`src/rtl/if_stage_pkg.sv`:
```
// Shared pipeline definitions for the fetch/decode boundary: widths, NOP encoding,
// the IF/ID payload struct and PC alignment helper.
package if_stage_pkg;

    localparam int unsigned INST_W  = 32;
    localparam int unsigned PC_W    = 32;
    localparam int unsigned PC_STEP = 4;

    localparam logic [INST_W-1:0] NOP_INST = 32'h0000_0000;

    typedef struct packed {
        logic [INST_W-1:0] inst;
        logic [PC_W-1:0]   pc_plus4;
        logic              valid;
    } if_id_t;

    localparam if_id_t IF_ID_BUBBLE = '{inst: NOP_INST, pc_plus4: '0, valid: 1'b0};

    // Every PC load is word-aligned, whatever the source.
    function automatic logic [PC_W-1:0] align_pc(input logic [PC_W-1:0] addr);
        return {addr[PC_W-1:2], 2'b00};
    endfunction

endpackage

```
`src/rtl/pc_reg.sv`:
```
// Word-aligned program counter with async active-high reset and load enable.
module pc_reg
    import if_stage_pkg::*;
#(
    parameter logic [PC_W-1:0] RESET_PC = 32'd0
) (
    input  logic            clk,
    input  logic            rst,
    input  logic            load_en,
    input  logic [PC_W-1:0] next_pc,
    output logic [PC_W-1:0] pc
);

    logic [PC_W-1:0] pc_d;
    logic [PC_W-1:0] pc_q;

    always_comb begin
        pc_d = pc_q;
        if (load_en) begin
            pc_d = align_pc(next_pc);
        end
    end

    always_ff @(posedge clk or posedge rst) begin
        if (rst) begin
            pc_q <= align_pc(RESET_PC);
        end else begin
            pc_q <= pc_d;
        end
    end

    assign pc = pc_q;

endmodule

```
`src/rtl/if_stage.sv`:
```
// Instruction-fetch stage: PC, fetch address, IF/ID register, freeze and redirect.
// Optional fetched-instruction counter enabled by defining IF_FETCH_CNT_EN.
module if_stage
    import if_stage_pkg::*;
#(
    parameter logic [PC_W-1:0] RESET_PC = 32'd0
) (
    input  logic              clk,
    input  logic              rst,
    input  logic              freeze,
    input  logic              br_taken,
    input  logic [PC_W-1:0]   br_addr,
    output logic [PC_W-1:0]   imem_addr,
    input  logic [INST_W-1:0] imem_data,
    output logic [INST_W-1:0] if_id_inst,
    output logic [PC_W-1:0]   if_id_pc_plus4,
`ifdef IF_FETCH_CNT_EN
    output logic [31:0]       fetch_cnt,
`endif
    output logic              if_id_valid
);

    logic [PC_W-1:0] pc;
    logic [PC_W-1:0] pc_plus4_c;
    logic [PC_W-1:0] next_pc_c;
    logic            pc_load_c;
    logic            fetch_c;
    if_id_t          if_id_d;
    if_id_t          if_id_q;

    // Redirect overrides freeze; otherwise the PC advances only when not frozen.
    assign pc_plus4_c = pc + PC_W'(PC_STEP);
    assign next_pc_c  = br_taken ? br_addr : pc_plus4_c;
    assign pc_load_c  = br_taken | ~freeze;
    assign fetch_c    = ~br_taken & ~freeze;

    pc_reg #(
        .RESET_PC (RESET_PC)
    ) u_pc_reg (
        .clk     (clk),
        .rst     (rst),
        .load_en (pc_load_c),
        .next_pc (next_pc_c),
        .pc      (pc)
    );

    assign imem_addr = pc;

    always_comb begin
        if_id_d = if_id_q;
        if (br_taken) begin
            if_id_d = IF_ID_BUBBLE;
        end else if (!freeze) begin
            if_id_d.inst     = imem_data;
            if_id_d.pc_plus4 = pc_plus4_c;
            if_id_d.valid    = 1'b1;
        end
    end

    always_ff @(posedge clk or posedge rst) begin
        if (rst) begin
            if_id_q <= IF_ID_BUBBLE;
        end else begin
            if_id_q <= if_id_d;
        end
    end

    assign if_id_inst     = if_id_q.inst;
    assign if_id_pc_plus4 = if_id_q.pc_plus4;
    assign if_id_valid    = if_id_q.valid;

`ifdef IF_FETCH_CNT_EN
    logic [31:0] fetch_cnt_d;
    logic [31:0] fetch_cnt_q;

    // Counts only edges that load a real instruction into IF/ID.
    always_comb begin
        fetch_cnt_d = fetch_cnt_q;
        if (fetch_c) begin
            fetch_cnt_d = fetch_cnt_q + 32'd1;
        end
    end

    always_ff @(posedge clk or posedge rst) begin
        if (rst) begin
            fetch_cnt_q <= 32'd0;
        end else begin
            fetch_cnt_q <= fetch_cnt_d;
        end
    end

    assign fetch_cnt = fetch_cnt_q;
`else
    logic unused_fetch;
    assign unused_fetch = fetch_c;
`endif

endmodule
```
`config.mk`:
```
export PLATFORM = sky130hd
export DESIGN_NAME = if_stage
export DESIGN_NICKNAME = d
export VERILOG_FILES = /design/src/rtl/if_stage_pkg.sv /design/src/rtl/pc_reg.sv /design/src/rtl/if_stage.sv
export SDC_FILE = /design/constraint.sdc
export NUM_CORES = 1
export LEC_CHECK = 0
export ABC_AREA = 1
export CAP_MARGIN = 0
export CELL_PAD_IN_SITES_DETAIL_PLACEMENT = 0
export CELL_PAD_IN_SITES_GLOBAL_PLACEMENT = 1
export CORE_MARGIN = 2
export CORE_UTILIZATION = 25
export DETAILED_ROUTE_END_ITERATION = 10
export GPL_ROUTABILITY_DRIVEN = 0
export GPL_TIMING_DRIVEN = 0
export PLACE_DENSITY = 0.64
export SLEW_MARGIN = 20
export SYNTH_ARGS = -nofsm -noshare
export SYNTH_HDL_FRONTEND = slang
export SYNTH_HIERARCHICAL = 1
export SYNTH_SLANG_ARGS = --single-unit
```
`constraint.sdc`:
```
create_clock -name clk -period 4.8 [get_ports clk]
set_clock_uncertainty 0.2 [all_clocks]
set_input_delay 0.96 -clock clk [delete_from_list [all_inputs] [get_ports clk]]
set_output_delay 0.96 -clock clk [all_outputs]
set_load 0.05 [all_outputs]
```
# Word level (Yosys, flattened, before mapping)
# Index checks and enable logic that the tools add are counted.
# totals
reg_bits	95
output_inout_bits	97
word_cells	11
inputBits	68
# classes
n_eq_ne	1
muxes	3
n_addsub	1
bitwise	2
# ops
op	n
2-to-1 mux 65 bit	2
adder 32 x 3 -> 32 bit (second input constant)	1
2-to-1 mux 32 bit	1
!= test 2 x 1 -> 1 bit (second input constant)	1
NOT 1 bit	1
OR 1 bit	1

# Logic depth before layout (Yosys ltp)
# logic_depth
depth_word	3
depth_mapped	11

# Cells and area by module
# Netlist, hierarchy kept.
# by_module_without_submodules
mod	cells_each	area_each_um2	instances
if_stage	540	3737.3	1
pc_reg	131	1144.8	1

# Worst setup path after synthesis
# No wires, ideal clock.
# synth_timing
path_type	input to register
start	input port freeze
end	register u_pc_reg.pc_q[4], in the netlist u_pc_reg/pc[4]
path_stages	9
arrival_time_ps	1880
slack_ps	2655
path_buffers	3
required_ps	4534
path_cell_list	inv_1 -> nor2_2 -> buf_2 -> buf_4 -> inv_1 -> inv_2 -> buf_2 -> nand2_1 -> nand2_1
# synth_via
elab_chain_len	2
# synth_lines
item	line	text
from (decl)	if_stage.sv:10	input logic freeze,
NOT 1 bit	n/a	
OR 1 bit	if_stage.sv:34	assign pc_load_c = br_taken | ~freeze;
net pc_load_c	if_stage.sv:26	logic pc_load_c;
to (signal assigned)	pc_reg.sv:26	pc_q <= align_pc(RESET_PC);
to (signal assigned)	pc_reg.sv:28	pc_q <= pc_d;
to (decl)	pc_reg.sv:15	logic [PC_W-1:0] pc_q;
# The timed path passes the listed nets, and every way through them passes these cells.
# A chain may end at the register's enable or synchronous reset.

# Worst setup path after layout
# layout_timing
start	input port freeze
end	register u_pc_reg.pc_q[25], in the netlist u_pc_reg/pc[25]
# The elaborated chain is that of the path after synthesis.

==> metrics <==
final setup fails=0; post-cts resize count=0; final hold violations=0; Root Buffer=clkbuf_16; fin crit share=63.6%; core area=between 0.015 and 0.02 sq mm; crit-path cells=clkdlybuf4s50_1, inv_1, nor2_2, buf_2, buf_4, inv_1, inv_2, buf_2, nand2_1, nand2_1; latest clock arrival within the worst-skew pair=0.35 ns; Rel. slew slack=50.4%; CP peak stage delay=0.68 ns; final instance area=between 0.007 and 0.008 sq mm; Final ANT Viol Nets=0; Setup TNS=0 ns; share of cells above drive strength 1=6.98%; Initial Utilization=25.3%; crit path time final=3.05 ns; largest net degree at the start of global routing=44; synthesized cell area=0.00487 sq mm; Gate Count Post-Synth=667; FP Rows=51; CP max stage cell=clkdlybuf4s50_1; r2r setup slk=2.75 ns; IO Pins=165; CP Launch Point=freeze; CTS H-tree lvls=3; DP Wirelength=approximately 13 mm; DRT met1 WL=8.13 mm; post-layout net count=909; RSZ-0062 raised after global routing=no; fill count=between 2000 and 2500; Area Growth Syn to Fin=46.3%; initial antenna violation count=0; WHS=0.270 ns; power density over cell area=about 330 mW/mm^2; worst r2r src=u_pc_reg/pc[2]; worst min path class=reg2reg; syn avg cell area=7.30 sq um; R2R depth=10; Total GRT Usage=16.8%; final wirelength=16.9 mm; Die Span Y=144 microns; Num CTS Buffers=9; Post-DP Area=0.00683 sq mm; Worst Setup End Kind=register; CP Max Fanout=10; Vias=4736; grt total ovfl=0; Max Freq=0.328 GHz; max-cap check violation count=0; Clock Sinks=95; Diodes inserted=0; critical path startpoint category=input port; met2 wire length=7.53 mm; die width=144 microns; met3 WL=slightly above 1 mm; Max Used Layer=met4; # DRC=0; leakage=~0.0034 uW; CTS tree=yes; DR vias/cell=4.27; Top delay family on crit path=buffers and inverters; vias in the first global route=approximately 4600; WS Path Type=in2reg; Critical R2R Capture=u_pc_reg/pc[24]; Final Power=2320 uW; number of buffers and inverters on the critical path=7; DRT Pass-1 Iters=4; Clock transition at path regs=around 0.06 ns; Port Buffer Count=160; DR iter-0 viols=about 220; first-pass GRT wire length=26.3 mm; Wirelength per Cell=between 15 and 20 microns; maximum clock insertion buffer count=2; Yosys warning count=6; Worst EP arrival=3.14 ns; # hold bufs at CTS=0; Final Slew Violations=0; postcts setup bufs=0; slew of the pin with the lowest slew margin=0.743 ns; die footprint=between 0.02 and 0.025 sq mm; Max VDD drop=0.164 mV; Critical Path Sink=u_pc_reg/pc[25]; status=completed; critical path required time=4.89 ns; Crit path depth=10
placed cells by master (no fill, tap or decap), drive strengths merged:
master	instances
inv	29
clkdlybuf4s50	160
nand2	343
and2	3
nand4	13
o21bai	7
conb	2
nor2	42
ha	1
buf	29
o21ai	21
nand3	71
xor2	1
dfrtp	95
clkinv	2
clkbuf	19
o31ai	1
xnor2	3
a21oi	3
routing by layer:
metal  up-vias  global-route usage [%]
met1      2161                    23.6
met5         -                       0
met3        10                    3.37
li1       2444                       -
met2       121                    26.0
met4         0                    5.21
worst min-delay path by stage:
stage                     slack, ns  depth (start not counted)              to           start
after global routing           0.29                          2  if_id_inst[18]  if_id_inst[18]
after floorplan                0.55                          2   if_id_inst[0]   if_id_inst[0]
after global placement         0.25                          2  if_id_inst[14]  if_id_inst[14]
final                          0.27                          2  if_id_inst[14]  if_id_inst[14]
after detailed placement       0.26                          2  if_id_inst[14]  if_id_inst[14]
after CTS                      0.27                          2  if_id_inst[29]  if_id_inst[29]
worst register-to-register path: stages (launching register included):
cell and delay [ns]:
dfrtp_1 0.48, ha_1 0.26, nand2_2 0.09, nor2_4 0.20, nand2_2 0.13, nor2_2 0.22
nand3_1 0.12, nand3_1 0.10, nand2_1 0.05, nand2_1 0.05, nand2_1 0.05
power breakdown:
group / total (uW) / switching [uW] / leakage [uW] / internal [uW]
sequential: 941 / 73.7 / 0.00124 / 867
combinational: 669 / 440 / 0.00201 / 229
clock: 713 / 318 / 0.000143 / 395
metrics by stage:
step                cells  setup WS, ns  util [%]
floorplan             668          2.01         -
global placement     1093         0.538      35.3
detailed placement   1094          1.30      35.5
CTS                  1110          1.66      37.0
global route         1110          1.50      37.0
finish               1110          1.75      37.0
area by class of cell:
type                       instances  area, sq um  share of cell area (%)
buffer                            33          161                    2.27
clock inverter                     2         13.8                   0.193
inverter                          29          111                    1.56
multi-input combinational        511         2220                    31.2
timing repair buffer             161         1630                    22.9
clock buffer                      14          274                    3.85
tap                              265          332                    4.66
sequential                        95         2380                    33.4
Note: power is estimated with default switching activity, not from simulation.
